**config.mk**
```make
export PLATFORM = sky130hd
export DESIGN_NAME = fetch_unit_flat
export DESIGN_NICKNAME = d
export VERILOG_FILES = /design/src/rtl/fetch_unit_if.sv /design/src/rtl/fetch_unit.sv /design/src/flat_wrapper.sv
export SDC_FILE = /design/constraint.sdc
export NUM_CORES = 1
export LEC_CHECK = 0
export ABC_AREA = 1
export ABC_CLOCK_PERIOD_IN_PS = 2300
export CELL_PAD_IN_SITES_DETAIL_PLACEMENT = 1
export CELL_PAD_IN_SITES_GLOBAL_PLACEMENT = 1
export CORE_MARGIN = 2
export CORE_UTILIZATION = 32
export CTS_CLUSTER_DIAMETER = 120
export DETAILED_ROUTE_END_ITERATION = 16
export PLACE_DENSITY_LB_ADDON = 0.1
export SYNTH_ARGS = -nofsm -noshare
export SYNTH_HDL_FRONTEND = slang
export SYNTH_SLANG_ARGS = --single-unit
```
**constraint.sdc**
```tcl
create_clock -name clk_i -period 2.3 [get_ports clk_i]
set_clock_uncertainty 0.15 [all_clocks]
set_input_delay 0.23 -clock clk_i [delete_from_list [all_inputs] [get_ports clk_i]]
set_output_delay 0.23 -clock clk_i [all_outputs]
set_load 0.02 [all_outputs]
```
**src/rtl/fetch_unit_if.sv**
```systemverilog
// fetch_unit_if: groups every fetch-stage signal except clock and reset.
//   master modport : the fetch unit (drives the imem request and the IF/ID outputs)
//   slave modport  : the surroundings (IF/ID control, branch unit, instruction memory)
// Signals:
//   stall_i        downstream not accepting this cycle
//   redirect_i     taken branch/jump, refetch from redirect_pc_i
//   redirect_pc_i  redirect target
//   imem_req_o     fetch request this cycle
//   imem_addr_o    fetch address
//   imem_rdata_i   instruction word, valid the cycle after imem_req_o
//   valid_o        pc_o/pc_four_o/instr_o carry a real instruction
//   pc_o           PC of instr_o
//   pc_four_o      pc_o + 4
//   instr_o        fetched instruction
//   fetch_cnt_o    accepted-instruction count
//   bubble_cnt_o   bubble-cycle count
interface fetch_unit_if;
    logic        stall_i;
    logic        redirect_i;
    logic [31:0] redirect_pc_i;
    logic        imem_req_o;
    logic [31:0] imem_addr_o;
    logic [31:0] imem_rdata_i;
    logic        valid_o;
    logic [31:0] pc_o;
    logic [31:0] pc_four_o;
    logic [31:0] instr_o;
    logic [31:0] fetch_cnt_o;
    logic [31:0] bubble_cnt_o;

    modport master (
        input  stall_i, redirect_i, redirect_pc_i, imem_rdata_i,
        output imem_req_o, imem_addr_o, valid_o, pc_o, pc_four_o, instr_o,
               fetch_cnt_o, bubble_cnt_o
    );

    modport slave (
        output stall_i, redirect_i, redirect_pc_i, imem_rdata_i,
        input  imem_req_o, imem_addr_o, valid_o, pc_o, pc_four_o, instr_o,
               fetch_cnt_o, bubble_cnt_o
    );
endinterface

```
**src/rtl/fetch_unit.sv**
```systemverilog
// fetch_unit: instruction fetch stage. Owns the PC, issues requests to a
// synchronous-read instruction memory and presents {pc, pc+4, instr} with a
// valid flag to the IF/ID register. A one-entry hold register absorbs
// downstream stalls; a redirect kills wrong-path fetches and refetches at once.
// Ports:
//   clk_i  clock, all state on the rising edge
//   rst_i  synchronous active-high reset
//   bus    fetch_unit_if.master (stall/redirect in, imem request/response,
//          IF/ID outputs, performance counters)
// Parameters:
//   RESET_PC  first fetch address after reset
// Optional feature:
//   FETCH_PERF_EN  when defined, fetch_cnt_o counts accepts and bubble_cnt_o
//                  counts non-reset cycles with valid_o low; otherwise both
//                  outputs are tied to 0 and no counter flops exist.
module fetch_unit #(
    parameter logic [31:0] RESET_PC = 32'h0000_0000
) (
    input  logic          clk_i,
    input  logic          rst_i,
    fetch_unit_if.master  bus
);
    typedef struct packed {
        logic [31:0] pc;
        logic [31:0] instr;
    } fetch_ent_t;

    logic [31:0] pc_q;
    logic        rsp_vld_q;
    logic [31:0] rsp_pc_q;
    logic        hold_vld_q;
    fetch_ent_t  hold_q;

    logic        valid;
    logic        accept;
    logic        req;
    logic [31:0] addr;
    fetch_ent_t  cur;

    // The hold entry, when present, is always older than any response, and
    // the two are never valid together (no request issues while stalled).
    always_comb begin
        cur = hold_vld_q ? hold_q : '{pc: rsp_pc_q, instr: bus.imem_rdata_i};
    end

    assign valid  = (hold_vld_q | rsp_vld_q) & ~bus.redirect_i & ~rst_i;
    assign accept = valid & ~bus.stall_i;
    assign req    = ~bus.stall_i & ~rst_i;
    assign addr   = bus.redirect_i ? bus.redirect_pc_i : pc_q;

    assign bus.imem_req_o  = req;
    assign bus.imem_addr_o = addr;
    assign bus.valid_o     = valid;
    // Data is gated to zero whenever nothing valid is presented, so an idle
    // or post-reset stage never shows stale memory contents.
    assign bus.pc_o        = valid ? cur.pc : 32'h0;
    assign bus.pc_four_o   = valid ? cur.pc + 32'd4 : 32'h0;
    assign bus.instr_o     = valid ? cur.instr : 32'h0;

    always_ff @(posedge clk_i) begin
        if (rst_i) begin
            pc_q       <= RESET_PC;
            rsp_vld_q  <= 1'b0;
            rsp_pc_q   <= 32'h0;
            hold_vld_q <= 1'b0;
            hold_q     <= '0;
        end else begin
            // Request side. A redirect under stall parks the target in pc_q
            // so it is the first address issued once the stall drops.
            if (req) begin
                pc_q      <= addr + 32'd4;
                rsp_vld_q <= 1'b1;
                rsp_pc_q  <= addr;
            end else begin
                rsp_vld_q <= 1'b0;
                if (bus.redirect_i)
                    pc_q <= bus.redirect_pc_i;
            end

            // Hold entry. A redirect discards it; the in-flight response is
            // discarded implicitly since valid_o is low in the redirect cycle.
            if (bus.redirect_i) begin
                hold_vld_q <= 1'b0;
            end else if (bus.stall_i && rsp_vld_q && !hold_vld_q) begin
                hold_vld_q   <= 1'b1;
                hold_q.pc    <= rsp_pc_q;
                hold_q.instr <= bus.imem_rdata_i;
            end else if (accept && hold_vld_q) begin
                hold_vld_q <= 1'b0;
            end
        end
    end

`ifdef FETCH_PERF_EN
    logic [31:0] fetch_cnt_q;
    logic [31:0] bubble_cnt_q;

    always_ff @(posedge clk_i) begin
        if (rst_i) begin
            fetch_cnt_q  <= 32'h0;
            bubble_cnt_q <= 32'h0;
        end else begin
            if (accept)
                fetch_cnt_q <= fetch_cnt_q + 32'd1;
            if (!valid)
                bubble_cnt_q <= bubble_cnt_q + 32'd1;
        end
    end

    assign bus.fetch_cnt_o  = fetch_cnt_q;
    assign bus.bubble_cnt_o = bubble_cnt_q;
`else
    assign bus.fetch_cnt_o  = 32'h0;
    assign bus.bubble_cnt_o = 32'h0;
`endif
endmodule

```
**src/flat_wrapper.sv**
```systemverilog
// flat-port wrapper written by rule: the top's interface ports become plain ports
module fetch_unit_flat 
#(
    parameter logic [31:0] RESET_PC = 32'h0000_0000
)
  (clk_i, rst_i, bus_stall_i, bus_redirect_i, bus_redirect_pc_i, bus_imem_rdata_i, bus_imem_req_o, bus_imem_addr_o, bus_valid_o, bus_pc_o, bus_pc_four_o, bus_instr_o, bus_fetch_cnt_o, bus_bubble_cnt_o);
  fetch_unit_if bus_i ();
  input  logic clk_i;
  input  logic rst_i;
  input wire logic [$bits(bus_i.stall_i)-1:0] bus_stall_i;
  input wire logic [$bits(bus_i.redirect_i)-1:0] bus_redirect_i;
  input wire logic [$bits(bus_i.redirect_pc_i)-1:0] bus_redirect_pc_i;
  input wire logic [$bits(bus_i.imem_rdata_i)-1:0] bus_imem_rdata_i;
  output wire logic [$bits(bus_i.imem_req_o)-1:0] bus_imem_req_o;
  output wire logic [$bits(bus_i.imem_addr_o)-1:0] bus_imem_addr_o;
  output wire logic [$bits(bus_i.valid_o)-1:0] bus_valid_o;
  output wire logic [$bits(bus_i.pc_o)-1:0] bus_pc_o;
  output wire logic [$bits(bus_i.pc_four_o)-1:0] bus_pc_four_o;
  output wire logic [$bits(bus_i.instr_o)-1:0] bus_instr_o;
  output wire logic [$bits(bus_i.fetch_cnt_o)-1:0] bus_fetch_cnt_o;
  output wire logic [$bits(bus_i.bubble_cnt_o)-1:0] bus_bubble_cnt_o;
  assign bus_i.stall_i = bus_stall_i;
  assign bus_i.redirect_i = bus_redirect_i;
  assign bus_i.redirect_pc_i = bus_redirect_pc_i;
  assign bus_i.imem_rdata_i = bus_imem_rdata_i;
  assign bus_imem_req_o = bus_i.imem_req_o;
  assign bus_imem_addr_o = bus_i.imem_addr_o;
  assign bus_valid_o = bus_i.valid_o;
  assign bus_pc_o = bus_i.pc_o;
  assign bus_pc_four_o = bus_i.pc_four_o;
  assign bus_instr_o = bus_i.instr_o;
  assign bus_fetch_cnt_o = bus_i.fetch_cnt_o;
  assign bus_bubble_cnt_o = bus_i.bubble_cnt_o;
  fetch_unit #(.RESET_PC(RESET_PC)) u_core (.clk_i(clk_i), .rst_i(rst_i), .bus(bus_i));
endmodule
```
==> results.yml <==
die:
  io-pin-count: 262
  start_util: 0.323
  core-area_mm2: 0.0249
  rows: 58
  die_width_um: 163
  die_y_um: 163
  die-area_mm2: 0.0264
drt:
  routed_wl_mm: 32.9
  drt_iter0_drc: 396
  vias_per_cell: 4.72
  wire_per_inst_um: 16.2
  num_vias: 9573
  drt_pre_antenna_iters: 5
  ant_nets: 0
  post-route-drc-count: 0
place:
  portBuffers: 197
  dpl.cell_count: 1969
  gp_congestion: 0.837
  place_hpwl_mm: 23.6
grt:
  grt_max_degree: 41
  track_usage: 0.239
  grt_pass1_wl_mm: 50.1
  first_global_vias: 9487
  antenna_found_initial: 0
  overflow: 0
synth:
  yosysUniqueCellTypes: 37
  avgSynthCellArea_um2: 6.31
  ys_async_sr_fraction: 0
  synth_ff_type: "dfxtp_1"
  ys_ff_latch: 130
  syn_area_mm2: 0.00804
  synth.yosys.warnings: 0
  synthCells: 1275
  ys_seq_area_frac: 0.324
  synth_edf_count: 0
critical_path:
  reg2reg_depth: 8
  ff2ff_setup_slack_ps: 320
  slowest_stage: "dfxtp_4"
  end_kind: "output port"
  worst-setup-path-type: "register to output port"
  path_cells: "buf_12 > nand2_4 > o21ai_4 > buf_6 > nand2_4 > nor2_4 > nand2_4 > nor2_4 > nand2_2 > nor2_4 > nand2_2 > o21ai_2 > buf_6"
  arrival_ps: 2350
  max_stage_delay_ps: 430
  required_ps: 1920
  start_kind: "register"
  crit_fanout: 9
  crit-reg2reg-launch: "u_core.hold_vld_q"
  rr_endpoint: "u_core.hold_q[49]"
  critPathLaunch: "u_core.hold_vld_q"
sta:
  period_needed_ps: 2730
  setup_slack_ps: -434
  finalSetupViolCount: 60
  fin_crit_sh: 1.19
  maxSlewHeadroom: 0.572
  holdWs_ps: 238
  drv_slew: 0
  hold_viol: 0
  worst_pin_slew_ps: 635
  rsz0062_at_grt: "yes"
  fmax_ghz: 0.366
power:
  p_int_w: 0.00459
  clkPwrFrac: 0.404
  p_leak_nw: 5.98
  power_density_mw_per_mm2: 503
  p_comb_frac: 0.231
  swShare: 0.305
  peakVddDrop_mv: 0.421
  seq_power_share: 0.364
  p_switching_w: 0.00202
final_layout:
  area_growth_pct: 63.6
  final_cells: 2028
  n_antenna_cell: 0
  fin_nets: 1755
  drive_above_1_share: 0.345
run_status:
  failed_checks: "negative setup slack"
  status: "finished with violations"
clock_tree:
  cts.sinks: 130
  tritoncts: "done"
  h-tree-depth: 4
  cts.reportedPaths.clkPinSlew_ps: 60
  clock_latency_ps: 420
  cts_hold_buf: 0
  root_buffer: "clkbuf_16"
  cts_made_buffers: 17
  cts_buffer_depth: 2
worst_hold_path:
  worstHoldEndpoint: "u_core.hold_vld_q"
  whs_path_depth: 5
  holdCritPathClass: "primary input to register"
  hp-start: "bus_redirect_i"
run:
  cap_violations: 0
per-stage QoR:
step | setup TNS, ps | total power, W | area (um^2) | util | worst slack (ps)
after floorplan | -11.7 | 0.00320 | 8310 | - | -11.7
after global placement | -49680 | 0.00384 | 11800 | 0.472 | -572
after detailed placement | -54470 | 0.00387 | 11800 | 0.472 | -553
after CTS | -10950 | 0.00659 | 12700 | 0.509 | -413
after global routing | -16510 | 0.00688 | 13200 | 0.529 | -549
final | -10870 | 0.00662 | 13200 | 0.529 | -434
power groups by stage:
stage               clock network, W  logic [W]  registers, W
floorplan                          0   0.000764       0.00244
global placement                   0    0.00139       0.00245
detailed placement                 0    0.00142       0.00245
CTS                          0.00272    0.00147       0.00241
global route                 0.00280    0.00166       0.00242
finish                       0.00268    0.00153       0.00241
cell usage in the layout (no fill, tap or decap), types with 10 or more instances in the layout:
cell type and count:
nand2_1 257, o21ai_4 13, clkbuf_16 19, a21oi_2 21, clkdlybuf4s50_1 91, nand4_1 22, nor2_4 21, buf_4 302
buf_6 31, nand2_4 10, o22ai_1 25, dfxtp_1 129, nor2_2 38, conb_1 64, inv_1 122, buf_12 15
nand3_1 24, a21oi_1 66, o21ai_0 96, nand2_2 28, o21ai_2 24, inv_2 13, o21ai_1 15, nor2_1 172
how the worst max path moves through the flow:
stage                         to  cells past startpoint
3_3_place_gp   bus_pc_four_o[31]                     12
6_report       bus_pc_four_o[21]                     13
2_1_floorplan  bus_pc_four_o[12]                     11
4_1_cts        bus_pc_four_o[31]                     12
5_1_grt        bus_pc_four_o[24]                     14
3_5_place_dp   bus_pc_four_o[28]                     12
final cells by class:
type | count | area, um^2
clock buffer | 19 | 454
clock inverter | 13 | 125
fill | 3234 | 11700
inverter | 140 | 536
multi-input combinational | 938 | 4950
sequential | 130 | 2610
tap | 330 | 413
timing repair buffer | 458 | 4080
cells by family after synthesis:
family          Yosys count  share of synthesized area
other cells               1                   0.000466
buf+inv                 270                      0.171
flops                   130                      0.324
xor+xnor                  7                    0.00763
fa+ha+maj                 2                    0.00311
compound gates          270                      0.184
simple gates            595                      0.309
synthesized netlist by cell type, types with 3 or more instances:
master | count | area share
inv_2 | 5 | 0.0023
o21ai_1 | 20 | 0.012
o21a_1 | 3 | 0.0028
buf_6 | 8 | 0.011
nand2_2 | 15 | 0.012
nor3_1 | 7 | 0.0044
xor2_1 | 7 | 0.0076
clkinv_1 | 3 | 0.0014
o21ai_0 | 107 | 0.067
o22ai_1 | 25 | 0.019
buf_4 | 66 | 0.062
nand2_1 | 280 | 0.13
dfxtp_1 | 130 | 0.32
clkbuf_1 | 36 | 0.017
nor2_1 | 211 | 0.099
nor2_4 | 5 | 0.0070
nand4_1 | 22 | 0.017
inv_1 | 131 | 0.061
o21ai_2 | 20 | 0.022
nor2_2 | 15 | 0.012
or2_2 | 4 | 0.0031
a21oi_1 | 92 | 0.057
buf_2 | 17 | 0.011
nand3_1 | 29 | 0.018
per-layer routing:
metal | track usage | vias up | wire, um
met4 | 0.0559 | 0 | 357
met1 | 0.313 | 4585 | 15200
met5 | 0 | - | 0
li1 | - | 4747 | -
met3 | 0.0395 | 26 | 1240
met2 | 0.411 | 215 | 16100
critical path: cells and delay by family (launching register included):
| family | cells | cell delay [ps] |
|---|---|---|
| AO/OA/AOI/OAI | 2 | 230 |
| flip-flops | 1 | 430 |
| buffers and inverters | 3 | 430 |
| AND/OR/NAND/NOR | 8 | 850 |
state kept, by name, indices dropped and copies added (netlist names):
name               cells
u_core.hold_q         64
u_core.pc_q           32
u_core.rsp_vld_q       1
u_core.rsp_pc_q       32
u_core.hold_vld_q      1
what timing repair did:
action                     in CTS  in global routing
setup endpoints to repair     135                 82
resized for setup             497                206
pin swaps                      23                 32
cloned                          3                  1
setup buffers                  16                 11
No activity file was read; power rests on OpenSTA's default activity.
==> variant: new RTL, config.mk and constraints unchanged <==
Add a define of `FETCH_PERF_EN`.
--- a/src/rtl/fetch_unit.sv
+++ b/src/rtl/fetch_unit.sv
@@ -13,6 +13,8 @@
 //   FETCH_PERF_EN  when defined, fetch_cnt_o counts accepts and bubble_cnt_o
 //                  counts non-reset cycles with valid_o low; otherwise both
 //                  outputs are tied to 0 and no counter flops exist.
+`define FETCH_PERF_EN
+
 module fetch_unit #(
     parameter logic [31:0] RESET_PC = 32'h0000_0000
 ) (
Check against the original RTL: not equivalent (Yosys sat finds a counterexample within 4 cycles, from zero or initial values and one cycle with rst_i high).
==> variant against the original RTL <==
- the flow still finishes with violations (negative setup slack)
- power increased by 25%
- critical path depth decreased by 1
- synthesized area increased by 40%
- sequential cell count increased by 64
- worst setup slack got worse by 0.088 ns
- sequential share of layout area increased by 0.83 points
- fmax decreased by 3.1%
- sequential power increased by 46%
- wire length increased by 52%
- final area increased by 43%
- critical path type unchanged
- largest power group is now registers
==> variant: results (changes against the original RTL) <==
| Metric | Value |
|---|---|
| Bufs w/o clock | 558 (+22%) |
| Max IR drop VDD | 0.585 mV (+39%) |
| Worst r2r dst | u_core.bus.bubble_cnt_o[22]$_SDFFE_PP0N_ |
| WL final | 49900 µm (+52%) |
| CP arrival | 2.44 ns (+0.09 ns) |
| Worst Hold Depth | 4 (-1) |
| # setup viols final | 103 (+72%) |
| Vias per cell | 4.96 (+5.1%) |
| Cell Area, Placed | 15800 µm² (+34%) |
| Adder-Cell Fraction of Synth Area | 0.444% (+0.13 points) |
| Outcome | finished, violations left |
| Failing checks | negative setup slack |
| Seq/total area | 20.6% (+0.83 points) |
| Slew Limit Headroom | 59.5% (+2.3 points) |
| Critical-path maximum fanout | 7 (-2) |
| GR Util All Layers | 25.1% (+1.2 points) |
| Post-synthesis cell type count | 46 (+24%) |
| Setup ws final | -0.523 ns (-0.0883 ns) |
| Layout cells sized above 1 | 33.0% (-1.5 points) |
| Hold EP | u_core.pc_q[2]$_SDFF_PP0_ |
| Number of buffers added on ports | 261 (+32%) |
| Cells taking the most area after synthesis | dfxtp_1, nand2_1, nor2_1 |
| #MultiIn Comb | 1286 (+37%) |
| Largest net degree at the start of global routing | 77 (+88%) |
| Vias in the first global route | 13600 (+44%) |
| Fill count | 4322 (+34%) |
| Dpl hpwl | 34300 µm (+45%) |
| Clock-cell share of area | 3.20% (-1.2 points) |
| P&R area growth vs syn | 67.2% |
| Hold Slack | 0.142 ns (-0.0958 ns) |
| Reg2Reg Depth | 16 (+8) |
| Initial antenna violation count | 2 (+2) |
| Worst hold path startpoint | rst_i |
-- variant: critical path, cell delays in order (launching register included) --
cell	delay, ns
dfxtp_4	0.38
buf_6	0.15
buf_16	0.15
o21ai_4	0.19
nand2_2	0.09
buf_6	0.13
nor2_4	0.12
nand2_2	0.08
nor2_1	0.12
nand2_1	0.11
xor2_1	0.16
nor2_1	0.14
buf_4	0.17
-- variant: metal layers --
layer | share of wire [%] | wire length [µm] | GRT usage, % | up-vias
met5 | 0.052 | 26 | 0 | -
met4 | 2.3 | 1140 | 7.31 | 4
li1 | - | - | - | 6640
met3 | 3.8 | 1910 | 3.96 | 72
met2 | 48 | 24000 | 41.7 | 290
met1 | 46 | 22800 | 33.4 | 6599
-- variant: cells by family after synthesis --
group	count (synthesis)
DFF	194
xor gates and xnor gates	12
buffers and inverters	292
AOI/OAI and AO/OA	340
adders and majority gates	4
and+or+nand+nor	930
-- variant: power by group --
part / internal, mW / leakage, nW / switching, mW
clock network: 1.75 / 0.295 / 1.41
registers: 3.47 / 1.58 / 0.0527
logic: 0.716 / 5.75 / 0.892
-- variant: stage by stage --
step | TNS [ns] | std cells | utilization (%)
after floorplan | 0 | 1772 | -
after global placement | -25.73 | 2638 | 45.6
after detailed placement | -29.16 | 2638 | 45.6
after CTS | -22.08 | 2695 | 49.7
after global routing | -33.93 | 2742 | 54.4
final | -25.47 | 2742 | 54.4
-- variant: timing repair --
| item | 4_1_cts | 5_1_grt |
|---|---|---|
| endpoints found under the setup margin | 110 | 106 |
| hold buffers | 0 | 0 |
| gates resized for setup | 590 | 367 |
| cloned | 9 | 6 |
| pin swaps | 29 | 38 |
| setup buffers | 16 | 43 |
